--- config.mk ---
export PLATFORM = sky130hd
export DESIGN_NAME = mc_control_fsm
export DESIGN_NICKNAME = d
export VERILOG_FILES = /design/src/rtl/mc_control_fsm.sv
export SDC_FILE = /design/constraint.sdc
export NUM_CORES = 1
export LEC_CHECK = 0
export CAP_MARGIN = 10
export CELL_PAD_IN_SITES_DETAIL_PLACEMENT = 1
export CELL_PAD_IN_SITES_GLOBAL_PLACEMENT = 2
export CORE_ASPECT_RATIO = 0.6
export CORE_MARGIN = 1.5
export CORE_UTILIZATION = 32
export CTS_BUF_LIST = sky130_fd_sc_hd__clkbuf_16
export DETAILED_ROUTE_END_ITERATION = 8
export PLACE_DENSITY_LB_ADDON = 0.1
export SLEW_MARGIN = 5
export SYNTH_ARGS = -nofsm -noshare
export SYNTH_HDL_FRONTEND = slang
export SYNTH_SLANG_ARGS = --single-unit
--- constraint.sdc ---
create_clock -name clk -period 3.25 [get_ports clk]
set_input_delay 0.65 -clock clk [delete_from_list [all_inputs] [get_ports clk]]
set_output_delay 0.65 -clock clk [all_outputs]
set_load 0.03 [all_outputs]
--- src/rtl/mc_control_fsm.sv ---
// Multi-cycle control unit for the simple MIPS core. Steps each instruction through
// FETCH/DECODE/EXEC and then MEM/WB, BRANCH or ILLEGAL. All outputs come from registered
// state so the datapath sees glitch-free controls for the whole cycle.
module mc_control_fsm #(
  parameter int unsigned MEM_TIMEOUT = 15
) (
  input  logic       clk,
  input  logic       reset,
  input  logic [5:0] opcode,
  input  logic [5:0] funct,
  input  logic       alu_zero,
  input  logic       mem_ack,
  output logic       PC_en,
  output logic       PC_sel,
  output logic       RF_we,
  output logic       RF_wr_sel,
  output logic       RF_dst_sel,
  output logic       ALU_src_sel,
  output logic [3:0] ALU_func,
  output logic       imm_sext,
  output logic       MEM_req,
  output logic       MEM_we,
  output logic       illegal
);

  localparam int unsigned CntW = $clog2(MEM_TIMEOUT + 1);
  localparam logic [CntW-1:0] CntMax  = CntW'(MEM_TIMEOUT);
  localparam logic [CntW-1:0] CntLast = CntW'(MEM_TIMEOUT - 1);

  localparam logic [5:0] OpR    = 6'b000000;
  localparam logic [5:0] OpAddi = 6'b001000;
  localparam logic [5:0] OpOri  = 6'b001101;
  localparam logic [5:0] OpLw   = 6'b100011;
  localparam logic [5:0] OpSw   = 6'b101011;
  localparam logic [5:0] OpBeq  = 6'b000100;
  localparam logic [5:0] OpBne  = 6'b000101;

  localparam logic [5:0] FnAdd = 6'b100000;
  localparam logic [5:0] FnSub = 6'b100010;
  localparam logic [5:0] FnAnd = 6'b100100;
  localparam logic [5:0] FnOr  = 6'b100101;
  localparam logic [5:0] FnSlt = 6'b101010;

  localparam logic [3:0] AluAdd = 4'b0000;
  localparam logic [3:0] AluSub = 4'b0001;
  localparam logic [3:0] AluAnd = 4'b0010;
  localparam logic [3:0] AluOr  = 4'b0011;
  localparam logic [3:0] AluSlt = 4'b0100;

  typedef enum logic [2:0] {
    StFetch,
    StDecode,
    StExec,
    StMem,
    StWb,
    StBranch,
    StIllegal
  } state_e;

  state_e          state_q, state_d;
  logic [5:0]      op_q, op_d;
  logic [5:0]      fn_q, fn_d;
  logic            zero_q, zero_d;
  logic [CntW-1:0] cnt_q, cnt_d;
  logic            tmo_q, tmo_d;

  logic       is_r, is_addi, is_ori, is_lw, is_sw, is_beq, is_bne;
  logic [3:0] alu_dec;

  // Legality check on the live instruction, used only for the DECODE transition.
  function automatic logic is_legal(input logic [5:0] op, input logic [5:0] fn);
    logic ok;
    ok = 1'b0;
    case (op)
      OpR: begin
        case (fn)
          FnAdd, FnSub, FnAnd, FnOr, FnSlt: ok = 1'b1;
          default:                           ok = 1'b0;
        endcase
      end
      OpAddi, OpOri, OpLw, OpSw, OpBeq, OpBne: ok = 1'b1;
      default: ok = 1'b0;
    endcase
    return ok;
  endfunction

  // State and instruction latches; reset returns to FETCH at once, even mid-MEM.
  always_ff @(posedge clk or negedge reset) begin
    if (!reset) begin
      state_q <= StFetch;
      op_q    <= '0;
      fn_q    <= '0;
      zero_q  <= 1'b0;
      cnt_q   <= '0;
      tmo_q   <= 1'b0;
    end else begin
      state_q <= state_d;
      op_q    <= op_d;
      fn_q    <= fn_d;
      zero_q  <= zero_d;
      cnt_q   <= cnt_d;
      tmo_q   <= tmo_d;
    end
  end

  // Instruction class and ALU operation from the latched opcode/funct.
  always_comb begin
    is_r    = 1'b0;
    is_addi = 1'b0;
    is_ori  = 1'b0;
    is_lw   = 1'b0;
    is_sw   = 1'b0;
    is_beq  = 1'b0;
    is_bne  = 1'b0;
    alu_dec = AluAdd;
    case (op_q)
      OpR: begin
        is_r = 1'b1;
        case (fn_q)
          FnSub:   alu_dec = AluSub;
          FnAnd:   alu_dec = AluAnd;
          FnOr:    alu_dec = AluOr;
          FnSlt:   alu_dec = AluSlt;
          default: alu_dec = AluAdd;
        endcase
      end
      OpAddi: is_addi = 1'b1;
      OpOri: begin
        is_ori  = 1'b1;
        alu_dec = AluOr;
      end
      OpLw:   is_lw = 1'b1;
      OpSw:   is_sw = 1'b1;
      OpBeq: begin
        is_beq  = 1'b1;
        alu_dec = AluSub;
      end
      OpBne: begin
        is_bne  = 1'b1;
        alu_dec = AluSub;
      end
      default: ;
    endcase
  end

  // Next-state logic, including the MEM wait counter and timeout flag.
  always_comb begin
    state_d = state_q;
    op_d    = op_q;
    fn_d    = fn_q;
    zero_d  = zero_q;
    cnt_d   = cnt_q;
    tmo_d   = tmo_q;
    case (state_q)
      StFetch: state_d = StDecode;
      StDecode: begin
        op_d    = opcode;
        fn_d    = funct;
        state_d = is_legal(opcode, funct) ? StExec : StIllegal;
      end
      StExec: begin
        tmo_d = 1'b0;
        if (is_beq || is_bne) begin
          zero_d  = alu_zero;
          state_d = StBranch;
        end else if (is_lw || is_sw) begin
          cnt_d   = '0;
          state_d = StMem;
        end else begin
          state_d = StWb;
        end
      end
      StMem: begin
        if (cnt_q != CntMax) begin
          cnt_d = cnt_q + CntW'(1);
        end
        // An ack on the final allowed cycle takes priority over the timeout.
        if (mem_ack) begin
          state_d = StWb;
        end else if (cnt_q == CntLast) begin
          tmo_d   = 1'b1;
          state_d = StWb;
        end
      end
      StWb, StBranch, StIllegal: state_d = StFetch;
      default: state_d = StFetch;
    endcase
  end

  // Moore outputs decoded from state and latched instruction fields.
  always_comb begin
    PC_en       = 1'b0;
    PC_sel      = 1'b0;
    RF_we       = 1'b0;
    RF_wr_sel   = 1'b0;
    RF_dst_sel  = 1'b0;
    ALU_src_sel = 1'b0;
    ALU_func    = 4'b0000;
    imm_sext    = 1'b0;
    MEM_req     = 1'b0;
    MEM_we      = 1'b0;
    illegal     = 1'b0;
    // ALU controls persist into WB so the unregistered ALU result stays valid for write-back.
    if (state_q == StExec || state_q == StMem || state_q == StWb) begin
      ALU_func    = alu_dec;
      ALU_src_sel = is_addi | is_ori | is_lw | is_sw;
      imm_sext    = is_addi | is_lw | is_sw | is_beq | is_bne;
    end
    case (state_q)
      StMem: begin
        MEM_req = 1'b1;
        MEM_we  = is_sw;
      end
      StWb: begin
        PC_en      = 1'b1;
        RF_we      = (is_r | is_addi | is_ori | is_lw) & ~tmo_q;
        RF_wr_sel  = is_lw;
        RF_dst_sel = is_r;
        illegal    = tmo_q;
      end
      StBranch: begin
        PC_en  = 1'b1;
        PC_sel = is_beq ? zero_q : ~zero_q;
      end
      StIllegal: begin
        PC_en   = 1'b1;
        illegal = 1'b1;
      end
      default: ;
    endcase
  end

endmodule

# [Word level (Yosys, flattened, before mapping)]
# Cells that the tools add are included.
[totals] register_bits=21 inputBits=16 output_inout_bits=14 word_cells=107
[classes] n_addsub=1 eq_ne=35 n_mux=37 bitwise=13 n_reduce_logical=15
[ops] operator="$eq 6x6->1 const B" count=13
[ops] operator="$eq 6x3->1 const B" count=4
[ops] operator="$eq 6x4->1 const B" count=4
[ops] operator="$pmux 3 s4" count=2
[ops] operator="$mux 1" count=21
[ops] operator="$mux 3" count=6
[ops] operator="$logic_not 6->1" count=2
[ops] operator="$mux 4" count=3
[ops] operator="$ne 2x2->1 const B" count=5
[ops] operator="$or 1x1->1" count=10
[ops] operator="$eq 3x3->1 const B" count=3
[ops] operator="$pmux 3 s3" count=1
[ops] operator="$pmux 4 s2" count=1
[ops] operator="$eq 3x2->1 const B" count=2
[ops] operator="$pmux 1 s2" count=3
[ops] operator="$reduce_or 6->1" count=1
[ops] operator="$reduce_or 5->1" count=1
[ops] operator="$add 4x1->4 const B" count=1
[ops] operator="$eq 4x4->1 const B" count=1
[ops] operator="$logic_or 1x1->1" count=4
[ops] operator="$ne 4x4->1 const B" count=1
[ops] operator="$reduce_and 4->1" count=1
[ops] operator="$eq 3x1->1 const B" count=1
[ops] operator="$logic_not 3->1" count=1
[ops] operator="8 further kinds" count=9

# [Depth between registers and ports, before layout]
# Gate-level depths: netlist of run 1.
[depth] ltp_word=7 mapped_depth=6 depth_no_buf=5

# [Worst setup path before layout of run 1]
# No wires, ideal clock.
[synth_timing] path_kind="reg2out" from="reg op_q[3]" to="out PC_sel" t_arrival_ps=1883 t_required_ps=2600 slack_ps=717 stages_incl_launch_ff=6 path_buffers=1 cell_sequence="dfrtp_1 > clkbuf_1 > nor4_1 > nand2_1 > o21ai_0 > nor3b_1"
[synth_between] elab_chain_len=4
[synth_lines] element="start, declared" line="61" rtl="logic [5:0] op_q, op_d;"
[synth_lines] element="start signal, assigned" line="98" rtl="op_q <= op_d;"
[synth_lines] element="$eq 6x3->1" line="116" rtl="case (op_q)"
[synth_lines] element="$mux 1" line="116"
[synth_lines] element="$mux 1" line="223" rtl="PC_sel = is_beq ? zero_q : ~zero_q;"
[synth_lines] element="$mux 1" line="209" rtl="case (state_q)"
[synth_lines] element="end, declared" line="14" rtl="output logic PC_sel,"
# Every way passes these cells.

# [Worst setup path in the final report of run 1]
[layout_timing] from="reg state_q[0]" to="out ALU_func[0]"
[layout_between] elab_chain_len=4 elab_cells_between_ends=6 classes_between="eq/ne (3); mux (1); reduce/logical (2)"
[layout_lines] element="start, declared" line="60" rtl="state_e state_q, state_d;"
[layout_lines] element="start signal, assigned" line="90" rtl="state_q <= StFetch;"
[layout_lines] element="start signal, assigned" line="97" rtl="state_q <= state_d;"
[layout_lines] element="$eq 3x2->1" line="204" rtl="if (state_q == StExec || state_q == StMem || state_q == StWb) begin"
[layout_lines] element="$logic_or 1x1->1" line="204"
[layout_lines] element="$logic_or 1x1->1 *" line="204"
[layout_lines] element="$mux 3 *" line="204"
[layout_lines] element="end, declared" line="19" rtl="output logic [3:0] ALU_func,"
# Every way passes the cells marked *; elsewhere a longest branch is shown, timed or not.

==> results.py, run 1 <==
metrics = {
    "status": {
        "status": "finished, violations left",
        "failed_checks": "design-rule violations",
    },
    "global_routing": {
        "grt_pass1_wl_um": 5810,
        "grt_usage_pct": 17.4,
        "grt_max_degree": 22,
        "grt_pass1_vias": 1169,
        "antenna_found_initial": 0,
        "overflow": 0,
    },
    "sta": {
        "clock_skew_ns": 0.00243,
        "finalHoldViolations": 0,
        "fin_crit_ns": 3.10,
        "rsz0062_at_grt": "no",
        "min_period_over_period_pct": 95.4,
        "final-setup-viol-count": 0,
        "max_freq_ghz": 0.323,
        "tns_ns": 0,
        "drv_slew": 0,
        "slew_headroom_pct": 31.6,
        "worst_slew_pin_slew_ns": 1.02,
    },
    "logic_synthesis": {
        "async_flop_share_pct": 100,
        "yosysWarnings": 0,
        "ys_seq_elements": 21,
        "synthTopCellsByArea": "dfrtp_1, mux2_1, nor2_1",
        "synth_top_area_share_pct": 40.7,
        "synth_edf_count": 0,
        "synth_cells": 135,
        "yosysSeqAreaShare_pct": 40.7,
        "syn_nets": 153,
        "synth_area_um2": 1290,
        "synth.distinct_cells": 41,
        "syn_avg_cell_area_um2": 9.56,
        "yosys.area.top_type": "dfrtp_1",
        "synth-main-ff-cell": "dfrtp_1",
    },
    "final_layout": {
        "finalCoreUtilization_pct": 44.8,
        "nets": 180,
        "drive_gt1_share_pct": 6.83,
        "syn_to_final_growth_pct": 30.7,
        "final_cell_mix": "clkdlybuf4s50_1, dfrtp_1, nor2_1, mux2_1",
        "fillers": 447,
        "multi_input_area_um2": 732,
        "layout_commonest_cell": "clkdlybuf4s50_1",
        "diodes": 0,
        "register_area_um2": 526,
    },
    "floorplan": {
        "io_pins": 30,
        "die_area_um2": 4440,
        "core_area_um2": 3760,
        "die_w_um": 85.0,
        "die_y_um": 52.2,
        "rows": 17,
        "initial_utilization_pct": 34.3,
    },
    "route": {
        "postRouteAntennaNets": 0,
        "wl_um": 3400,
        "wl_per_cell_um": 16.4,
        "drtPass1Iterations": 6,
        "num_vias": 1087,
        "drt-initial-drc-count": 51,
        "drc": 1,
        "routed_via_density": 5.23,
    },
    "power_and_ir_drop": {
        "vdd_drop_max_mv": 0.332,
        "power_density_nw_per_um2": 804,
        "cellLeakagePower_nw": 0.660,
    },
    "worst_setup_path": {
        "critPathMaxFanout": 11,
        "reg2reg_depth": 2,
        "setup.worst_path.class": "register to output pin",
        "crit_path_end_kind": "output pin",
        "cp.required_ns": 2.60,
        "worst_ep_arrival_time_ns": 2.45,
        "start_kind": "register",
    },
    "clock_network": {
        "clock_latency_ns": 0.25,
        "cts_max_level": 1,
        "cts_max_path_buffers": 2,
        "cts_sinks": 21,
        "ctsHoldBuffers": 0,
        "tritoncts": "done",
        "clkTransAtPathRegs_ns": 0.06,
        "cts_buffers": 3,
        "clockRootBuffer": "clkbuf_16",
    },
    "placed_design": {
        "gp_congestion": 0.772,
        "hpwl_um": 2710,
        "io_buffers": 28,
    },
    "min_path": {
        "min_path_cells": 1,
        "hold_class": "register to register",
    },
    "run": {
        "maxCapViolCount": 0,
    },
}
## synthesized netlist by cell type (all sizes together), types with 3 or more instances
| master | instances |
|---|---|
| dfrtp | 21 |
| mux2 | 13 |
| nor2 | 12 |
| o21ai | 8 |
| nand2 | 7 |
| nand3 | 7 |
| a21oi | 6 |
| nand2b | 6 |
| nor3 | 6 |
| nor3b | 6 |
| nor4 | 5 |
| nand3b | 4 |
| buf | 3 |
| clkbuf | 3 |
| inv | 3 |
## per-stage QoR
step | cell area [um^2] | setup WS, ns | power (mW) | instances | hold WS, ns
after floorplan | 1290 | 0.717 | 0.911 | 135 | 0.354
after global placement | 1600 | 0.383 | 1.06 | 204 | 0.470
after detailed placement | 1600 | 0.380 | 1.09 | 204 | 0.479
after CTS | 1680 | 0.0976 | 1.36 | 208 | 0.492
after global routing | 1690 | 0.0360 | 1.46 | 208 | 0.519
final | 1690 | 0.151 | 1.36 | 208 | 0.491
## per-layer routing
metal / vias up / GRT usage, % / part of all wire (%)
met5: - / 0 / 0
met2: 18 / 25.9 / 40
met3: 2 / 3.94 / 3.8
met4: 0 / 5.74 / 0.76
li1: 541 / - / -
met1: 526 / 25.0 / 55
## critical path: stages, from the launching register on
cell and delay [ns]:
dfrtp_1 0.50, or3b_1 0.46, a21o_1 0.23, nand2b_4 0.15, nor3_2 0.17, clkdlybuf4s50_1 0.68
## where the power goes
part | internal, mW | switching, mW
registers | 0.381 | 0.194
clock network | 0.165 | 0.0949
logic | 0.256 | 0.265
total | 0.802 | 0.554
## final cells by class
type | instances | area share, %
sequential | 21 | 31.1
multi-input combinational | 105 | 43.4
tap | 47 | 3.48
clock buffer | 3 | 4.45
inverter | 3 | 0.667
timing repair buffer | 28 | 16.6
clock inverter | 1 | 0.297
## worst paths after layout
path                       slack [ns]              endpoint                   start
setup reg to reg                 1.31   op_q[1]$_DFFE_PN0P_  state_q[0]$_DFFE_PN0P_
hold / removal                   0.49   fn_q[4]$_DFFE_PN0P_     fn_q[4]$_DFFE_PN0P_
setup / recovery                 0.15           ALU_func[0]  state_q[0]$_DFFE_PN0P_
hold reg to reg                  0.49   fn_q[4]$_DFFE_PN0P_     fn_q[4]$_DFFE_PN0P_
min in group asynchronous        0.93   op_q[1]$_DFFE_PN0P_                   reset
max in group asynchronous        1.73  cnt_q[2]$_DFFE_PN0P_                   reset
## state kept, by name, summed over array words and instances, names as in the netlist
signal and cells:
fn_q 6, op_q 6, zero_q 1, state_q 3, tmo_q 1, cnt_q 4
## logic make-up after synthesis
| logic type | after synthesis | share of synthesized area [%] |
|---|---|---|
| flops | 21 | 40.7 |
| mux | 14 | 12.1 |
| compound gates | 20 | 9.30 |
| buf+inv | 9 | 3.10 |
| xor+xnor | 3 | 2.04 |
| fa+ha+maj | 2 | 1.94 |
| other cells | 1 | 0.290 |
| simple gates | 65 | 30.5 |
## what timing repair did
action | in CTS | in global routing
gates resized for setup | 0 | 1
buffers inserted | 0 | 0
setup endpoints to repair | 0 | 1
hold endpoints to repair | 0 | 0
Note: power is estimated with default switching activity, not from simulation.
==> inputs of run 2 (changes only) <==
ABC_CLOCK_PERIOD_IN_PS = 3250   (was not set)
==> results of run 2 <==
The final DEF is identical to that of run 1; final timing and power are the same.
==> inputs of run 3 (changes only) <==
SLEW_MARGIN = not set   (was 5)
==> results of run 3 <==
The final DEF is identical to that of run 1; final timing and power are the same.
